`config.mk`:
```
export PLATFORM = sky130hd
export DESIGN_NAME = acs_unit_flat
export DESIGN_NICKNAME = d
export VERILOG_FILES = /design/src/rtl/acs_if.sv /design/src/rtl/acs_unit.sv /design/src/flat_wrapper.sv
export SDC_FILE = /design/constraint.sdc
export NUM_CORES = 1
export LEC_CHECK = 0
export CORE_MARGIN = 1.5
export CORE_UTILIZATION = 50
export DETAILED_ROUTE_END_ITERATION = 7
export PLACE_DENSITY = 0.9
export SYNTH_ARGS = -nofsm -noshare
export SYNTH_HDL_FRONTEND = slang
export SYNTH_SLANG_ARGS = --single-unit
```
`constraint.sdc`:
```
create_clock -name Clock1 -period 3.2 [get_ports Clock1]
set_input_delay 0.96 -clock Clock1 [delete_from_list [all_inputs] [get_ports Clock1]]
set_output_delay 0.96 -clock Clock1 [all_outputs]
set_load 0.05 [all_outputs]
```
`src/rtl/acs_if.sv`:
```
// Segment-level bus of the add-compare-select unit: trellis segment inputs and
// the survivor/metric/lowest-state results.
interface acs_if #(
    parameter int WD_DIST  = 2,
    parameter int WD_METR  = 8,
    parameter int WD_FSM   = 6,
    parameter int WD_STATE = 8,
    parameter int N_ACS    = 4
);
    // Active is a valid with no ready: every edge with Active=1 and Hold=0
    // consumes the segment presented, Hold freezes the unit regardless of Active.
    logic                        Active;
    logic                        Init;
    logic                        Hold;
    logic                        CompareStart;
    logic [WD_FSM-1:0]           ACSSegment;
    logic [WD_DIST*2*N_ACS-1:0]  Distance;
    logic [WD_METR*2*N_ACS-1:0]  MMPathMetric;

    logic [N_ACS-1:0]            Survivors;
    logic [WD_STATE-1:0]         LowestState;
    logic [WD_FSM-2:0]           MMReadAddress;
    logic [WD_FSM-1:0]           MMWriteAddress;
    logic                        MMBlockSelect;
    logic [WD_METR*N_ACS-1:0]    MMMetric;

    modport master (
        output Active, Init, Hold, CompareStart, ACSSegment, Distance, MMPathMetric,
        input  Survivors, LowestState, MMReadAddress, MMWriteAddress, MMBlockSelect, MMMetric
    );

    modport slave (
        input  Active, Init, Hold, CompareStart, ACSSegment, Distance, MMPathMetric,
        output Survivors, LowestState, MMReadAddress, MMWriteAddress, MMBlockSelect, MMMetric
    );
endinterface

```
`src/rtl/acs_unit.sv`:
```
// N_ACS parallel add-compare-select cells with a running lowest-state tracker.
// Define ACS_METRIC_SAT_EN to saturate branch sums instead of wrapping them.
module acs_unit #(
    parameter int WD_DIST  = 2,
    parameter int WD_METR  = 8,
    parameter int WD_FSM   = 6,
    parameter int WD_STATE = 8,
    parameter int N_ACS    = 4
) (
    input  logic Clock1,
    input  logic Reset,
    acs_if.slave acs
);
    localparam int WD_IDX = $clog2(N_ACS);

    logic [WD_METR-1:0]       new_metric [N_ACS];
    logic [WD_METR*N_ACS-1:0] metric_flat;
    logic [N_ACS-1:0]         sel_b;

    logic [WD_METR-1:0]       seg_min;
    logic [WD_IDX-1:0]        seg_idx;

    logic                     update;
    logic                     tracker_load;

    logic [N_ACS-1:0]         survivors_q;
    logic [WD_METR*N_ACS-1:0] metric_q;
    logic [WD_FSM-1:0]        waddr_q;
    logic [WD_STATE-1:0]      lowest_state_q;
    logic [WD_METR-1:0]       lowest_metric_q;

    genvar i;
    generate
        for (i = 0; i < N_ACS; i++) begin : g_cell
            logic [WD_METR-1:0] pa, pb, da, db, a, b;

            assign pa = acs.MMPathMetric[(2*i)*WD_METR +: WD_METR];
            assign pb = acs.MMPathMetric[(2*i+1)*WD_METR +: WD_METR];
            assign da = WD_METR'(acs.Distance[(2*i)*WD_DIST +: WD_DIST]);
            assign db = WD_METR'(acs.Distance[(2*i+1)*WD_DIST +: WD_DIST]);

`ifdef ACS_METRIC_SAT_EN
            logic [WD_METR:0] sa, sb;
            assign sa = {1'b0, pa} + {1'b0, da};
            assign sb = {1'b0, pb} + {1'b0, db};
            assign a  = sa[WD_METR] ? '1 : sa[WD_METR-1:0];
            assign b  = sb[WD_METR] ? '1 : sb[WD_METR-1:0];
`else
            assign a = pa + da;
            assign b = pb + db;
`endif

            // Strict compare: a tie keeps the upper branch A.
            assign sel_b[i]      = (b < a);
            assign new_metric[i] = sel_b[i] ? b : a;
            assign metric_flat[i*WD_METR +: WD_METR] = new_metric[i];
        end
    endgenerate

    // Strict less-than scan so the lowest cell index wins ties.
    always_comb begin
        seg_min = new_metric[0];
        seg_idx = '0;
        for (int k = 1; k < N_ACS; k++) begin
            if (new_metric[k] < seg_min) begin
                seg_min = new_metric[k];
                seg_idx = WD_IDX'(k);
            end
        end
    end

    assign update       = acs.Active & ~acs.Hold;
    assign tracker_load = update & (acs.Init | (acs.CompareStart & (seg_min < lowest_metric_q)));

    always_ff @(posedge Clock1 or negedge Reset) begin
        if (!Reset) begin
            survivors_q <= '0;
            metric_q    <= '0;
            waddr_q     <= '0;
        end else if (update) begin
            survivors_q <= sel_b;
            metric_q    <= metric_flat;
            waddr_q     <= acs.ACSSegment;
        end
    end

    // Stored metric resets to all-ones so the first compared segment always wins.
    always_ff @(posedge Clock1 or negedge Reset) begin
        if (!Reset) begin
            lowest_metric_q <= '1;
            lowest_state_q  <= '0;
        end else if (tracker_load) begin
            lowest_metric_q <= seg_min;
            lowest_state_q  <= {acs.ACSSegment, seg_idx};
        end
    end

    assign acs.Survivors      = survivors_q;
    assign acs.MMMetric       = metric_q;
    assign acs.MMWriteAddress = waddr_q;
    assign acs.LowestState    = lowest_state_q;
    assign acs.MMReadAddress  = acs.ACSSegment[WD_FSM-2:0];
    assign acs.MMBlockSelect  = acs.ACSSegment[WD_FSM-1];
endmodule

```
`src/flat_wrapper.sv`:
```
// flat-port wrapper written by rule: the top's interface ports become plain ports
module acs_unit_flat 
#(
    parameter int WD_DIST  = 2,
    parameter int WD_METR  = 8,
    parameter int WD_FSM   = 6,
    parameter int WD_STATE = 8,
    parameter int N_ACS    = 4
)
  (Clock1, Reset, acs_Active, acs_Init, acs_Hold, acs_CompareStart, acs_ACSSegment, acs_Distance, acs_MMPathMetric, acs_Survivors, acs_LowestState, acs_MMReadAddress, acs_MMWriteAddress, acs_MMBlockSelect, acs_MMMetric);
  acs_if #(.WD_DIST(WD_DIST), .WD_METR(WD_METR), .WD_FSM(WD_FSM), .WD_STATE(WD_STATE), .N_ACS(N_ACS)) acs_i ();
  input  logic Clock1;
  input  logic Reset;
  input wire logic [$bits(acs_i.Active)-1:0] acs_Active;
  input wire logic [$bits(acs_i.Init)-1:0] acs_Init;
  input wire logic [$bits(acs_i.Hold)-1:0] acs_Hold;
  input wire logic [$bits(acs_i.CompareStart)-1:0] acs_CompareStart;
  input wire logic [$bits(acs_i.ACSSegment)-1:0] acs_ACSSegment;
  input wire logic [$bits(acs_i.Distance)-1:0] acs_Distance;
  input wire logic [$bits(acs_i.MMPathMetric)-1:0] acs_MMPathMetric;
  output wire logic [$bits(acs_i.Survivors)-1:0] acs_Survivors;
  output wire logic [$bits(acs_i.LowestState)-1:0] acs_LowestState;
  output wire logic [$bits(acs_i.MMReadAddress)-1:0] acs_MMReadAddress;
  output wire logic [$bits(acs_i.MMWriteAddress)-1:0] acs_MMWriteAddress;
  output wire logic [$bits(acs_i.MMBlockSelect)-1:0] acs_MMBlockSelect;
  output wire logic [$bits(acs_i.MMMetric)-1:0] acs_MMMetric;
  assign acs_i.Active = acs_Active;
  assign acs_i.Init = acs_Init;
  assign acs_i.Hold = acs_Hold;
  assign acs_i.CompareStart = acs_CompareStart;
  assign acs_i.ACSSegment = acs_ACSSegment;
  assign acs_i.Distance = acs_Distance;
  assign acs_i.MMPathMetric = acs_MMPathMetric;
  assign acs_Survivors = acs_i.Survivors;
  assign acs_LowestState = acs_i.LowestState;
  assign acs_MMReadAddress = acs_i.MMReadAddress;
  assign acs_MMWriteAddress = acs_i.MMWriteAddress;
  assign acs_MMBlockSelect = acs_i.MMBlockSelect;
  assign acs_MMMetric = acs_i.MMMetric;
  acs_unit #(.WD_DIST(WD_DIST), .WD_METR(WD_METR), .WD_FSM(WD_FSM), .WD_STATE(WD_STATE), .N_ACS(N_ACS)) u_core (.Clock1(Clock1), .Reset(Reset), .acs(acs_i));
endmodule
```
==> impl_metrics.tcl, run 1 <==
set metrics [dict create \
    postCtsHoldBufs 0 \
    synthAdderAreaFrac 0.173 \
    synth_compound_area_frac 0.169 \
    ys_ff_latch 58 \
    fp-row-count 38 \
    cts_sinks 58 \
    synth_top_family_by_area "adder cells" \
    placed_area_um2 9480 \
    gp_routability_congestion 1.02 \
    synthesis.area_um2 5690 \
    clock_path_buffers 2 \
    synth_edf_count 0 \
    initial_core_util 0.518 \
    ys.flop_type "dfrtp_1" \
    yosys_warnings 0 \
    synth.area.mux_share 0.135 \
    cts_resized 383 \
    synth_xor_area_frac 0.0677 \
    postSynthCellCount 616 \
    die_w_um 110 \
    dieHeight_um 110 \
    async_flop_share 1.00 \
    postSynthNetCount 782 \
    tool.error "[ERROR DPL-0038] Utilization greater than 100%, impossible to legalize" \
    syn_avg_cell_area_um2 9.24 \
    portBuffers 147 \
    numCtsBuffers 9 \
    io_pins 148 \
    yosys.area_share.simple 0.146 \
    cts_setup_buffers 98 \
    outcome "stopped before the end" \
    yosysUniqueCellTypes 67 \
    htreeDepth 3 \
    ys_seq_area_frac 0.257 \
    ctsRootBufferMaster "clkbuf_16" \
    dp_hpwl_um 18300 \
    haltStage "4_1_cts" \
]
## cell usage after synthesis (all sizes together) (16+ instances only)
master / number / share of area
a21o: 17 / 0.022
ha: 66 / 0.15
xor2: 28 / 0.043
mux2: 44 / 0.094
a21oi: 32 / 0.029
nand3: 23 / 0.022
o21ai: 47 / 0.041
dfrtp: 50 / 0.22
inv: 45 / 0.030
nand2: 52 / 0.034
xnor2: 16 / 0.025
mux2i: 23 / 0.040
nor2: 34 / 0.023
## through the flow
stage                     worst slack, ns  setup TNS, ns  cells  hold slack (ns)  utilization
after floorplan                     -6.76        -114.00    616            0.601            -
after global placement              -7.32        -149.82   1096            0.464        0.863
after detailed placement            -8.24        -171.91   1096            0.484        0.863
## cell families after synthesis
kind of cell             after synthesis
XOR/XNOR                              44
adder cells (fa/ha/maj)               74
buffers and inverters                 67
AND/OR/NAND/NOR                      165
flip-flops                            58
AO/OA/AOI/OAI                        141
multiplexers                          67
==> run 2: changes to the inputs <==
--- a/config.mk
+++ b/config.mk
@@ -6,9 +6,9 @@
 export NUM_CORES = 1
 export LEC_CHECK = 0
 export CORE_MARGIN = 1.5
-export CORE_UTILIZATION = 50
+export CORE_UTILIZATION = 40
 export DETAILED_ROUTE_END_ITERATION = 7
-export PLACE_DENSITY = 0.9
+export PLACE_DENSITY_LB_ADDON = 0.15
 export SYNTH_ARGS = -nofsm -noshare
 export SYNTH_HDL_FRONTEND = slang
 export SYNTH_SLANG_ARGS = --single-unit
==> impl_metrics.tcl, run 2 <==
set metrics [dict create \
    outcome "finished, violations left" \
    violations "setup timing" \
    slew_headroom 0.466 \
    r2r-start "u_core.lowest_metric_q[5]" \
    stdcell_count 1250 \
    rsz0062_at_grt "yes" \
    hold_viol 0 \
    rr_worst_depth 7 \
    vias 6990 \
    ir_drop_uv 450 \
    grt_antenna_before_repair 0 \
    final_core_util 0.847 \
    ys.flop_type "dfrtp_1" \
    grt_pass1_wl_um 34200 \
    postSynthCellCount 616 \
    endpoint_kind "flop" \
    required_ns 3.41 \
    ys_ff_latch 58 \
    postSynthNetCount 782 \
    synth_top_area_frac 0.220 \
    drive_above_1_share 0.599 \
    dp_hpwl_um 15000 \
    ys_seq_area_frac 0.257 \
    period_needed_ns 10.48 \
    grt.total_usage 0.290 \
    fp.dieArea_um2 14900 \
    nets 1231 \
    drcViolationCount 0 \
    wl_per_cell_um 20.6 \
    yosys_warnings 0 \
    max_slew.worst_pin.slew_ns 0.800 \
    reg2reg_setup_slack_ns 0.77 \
    die_w_um 122 \
    antenna_cells 0 \
    vias_per_cell 5.59 \
    worstPathArrival_ns 10.69 \
    clock_latency_ns 0.33 \
    cts_tree "done" \
    max_stage_delay_ns 0.57 \
    grt_max_degree 67 \
    min_path_cells 2 \
    netlist_top_cells_area "dfrtp_1 22%, ha_1 15%, mux2_2 6.5%, xor2_1 4.3%, o21ai_0 4.1%" \
    syn_to_final_growth_pct 107 \
    min_period_over_period 3.28 \
    firstDrtPassIters 5 \
    yosysUniqueCellTypes 67 \
    numCtsBuffers 9 \
    syn_avg_cell_area_um2 9.24 \
    synth_top_area_cell "dfrtp_1" \
    mostFrequentLayoutCells "230 x buf_4, 93 x buf_6, 88 x clkdlybuf4s50_1" \
    path_buf_inv 10 \
    dieHeight_um 122 \
    dpl_worst_slack_ns -7.93 \
    htreeDepth 3 \
    crit_slowest_cell "or4b_4" \
    layout.cells.most_common "buf_4" \
    synth_common_cells "66 x ha_1, 52 x nand2_1, 50 x dfrtp_1, 47 x o21ai_0, 45 x inv_1" \
    min_to "u_core.acs.MMMetric[26]" \
    worstSetupStartpointType "primary input" \
    synthesis.area_um2 5690 \
    fmax_mhz 95.4 \
    cp_max_fo 8 \
    p_total_mw 8.29 \
    antenna_left 0 \
    placed_area_um2 9540 \
    fin_skew_ns 0.00328 \
    dp.cells 1142 \
    io_pins 148 \
    hold_start "u_core.acs.MMMetric[26]" \
    drv_cap 0 \
    clkSlewWorstSetupHoldPaths_ns 0.05 \
    async_flop_share 1.00 \
    core_um2 13900 \
    grt_pass1_vias 7079 \
    fp-row-count 43 \
    min_path_type "flop to flop" \
    tns_ns -130.84 \
    ctsRootBufferMaster "clkbuf_16" \
    portBuffers 147 \
    p_leak_nw 5.33 \
    critical_path_class "primary input to flop" \
    fin_ws_ns -7.28 \
    cpLargestDelayFamily "simple AND/OR/NAND/NOR gates" \
    p_per_area_nw_per_um2 705 \
    overflow 0 \
    drv_slew 0 \
    cts_sinks 58 \
    r2r_end "u_core.acs.LowestState[2]" \
    synth_edf_count 0 \
    gp_routability_congestion 0.947 \
    drt_iter0_markers 398 \
    fin_area_um2 11800 \
    routed_wirelength_um 25700 \
    initial_core_util 0.410 \
    synth.most_common_cell "ha_1" \
    largest_register_ffs 32 \
    clock_path_buffers 2 \
    setup-violations-final 50 \
    crit_top_cell "buf_6" \
    whs_ns 0.485 \
]
-- run 2: worst register-to-register path, cell delays in order, from the launching register on --
cell,delay [ns]
dfstp_2,0.54
inv_1,0.05
ha_1,0.28
nand4_1,0.12
or4b_4,0.54
o31ai_4,0.24
buf_6,0.20
mux2_2,0.34
-- run 2: cell families after synthesis --
kind of cell	Yosys count	synth area share
simple gates	165	0.146
compound gates	141	0.169
fa+ha+maj	74	0.173
buf+inv	67	0.0517
mux	67	0.135
flops	58	0.257
xor+xnor	44	0.0677
-- run 2: worst max-delay path by stage --
stage,start,endpoint,cells past startpoint
after floorplan,acs_MMPathMetric[8],u_core.acs.LowestState[4],47
after global placement,acs_MMPathMetric[1],u_core.acs.LowestState[3],44
after detailed placement,acs_MMPathMetric[16],u_core.acs.LowestState[1],43
after CTS,acs_Distance[2],u_core.acs.LowestState[2],48
after global routing,acs_MMPathMetric[8],u_core.acs.LowestState[6],54
final,acs_MMPathMetric[8],u_core.acs.LowestState[2],51
-- run 2: power breakdown --
| group | total [mW] | switching, mW | internal (mW) |
|---|---|---|---|
| sequential | 1.14 | 0.144 | 0.994 |
| clock | 0.911 | 0.367 | 0.544 |
| combinational | 6.24 | 3.16 | 3.08 |
| total | 8.29 | 3.67 | 4.62 |
-- run 2: metal layers --
layer  part of all wire  global-route usage  vias to the layer above
li1                   -                   -                     3109
met1               0.36               0.316                     3423
met2               0.53               0.560                      320
met3              0.053              0.0335                      138
met4              0.061               0.126                        0
met5                  0                   0                        -
-- run 2: final cells by class --
| cell class | count | area [um^2] |
|---|---|---|
| fillers | 659 | 2120 |
| multi-input cells | 491 | 5430 |
| inverters | 45 | 176 |
| flip-flops and latches | 58 | 1460 |
| clock buffers | 10 | 239 |
| clock inverters | 6 | 42.5 |
| repair buffers | 460 | 4180 |
| well taps | 180 | 225 |
-- run 2: what timing repair did --
| action | CTS | global route |
|---|---|---|
| cloned | 1 | 0 |
| pin swaps | 83 | 71 |
| gates resized for setup | 317 | 126 |
| setup endpoints to repair | 52 | 51 |
| buffers inserted | 69 | 33 |
| hold buffers | 0 | 0 |
| endpoints found under the hold margin | 0 | 0 |
No activity file was read; power rests on OpenSTA's default activity.
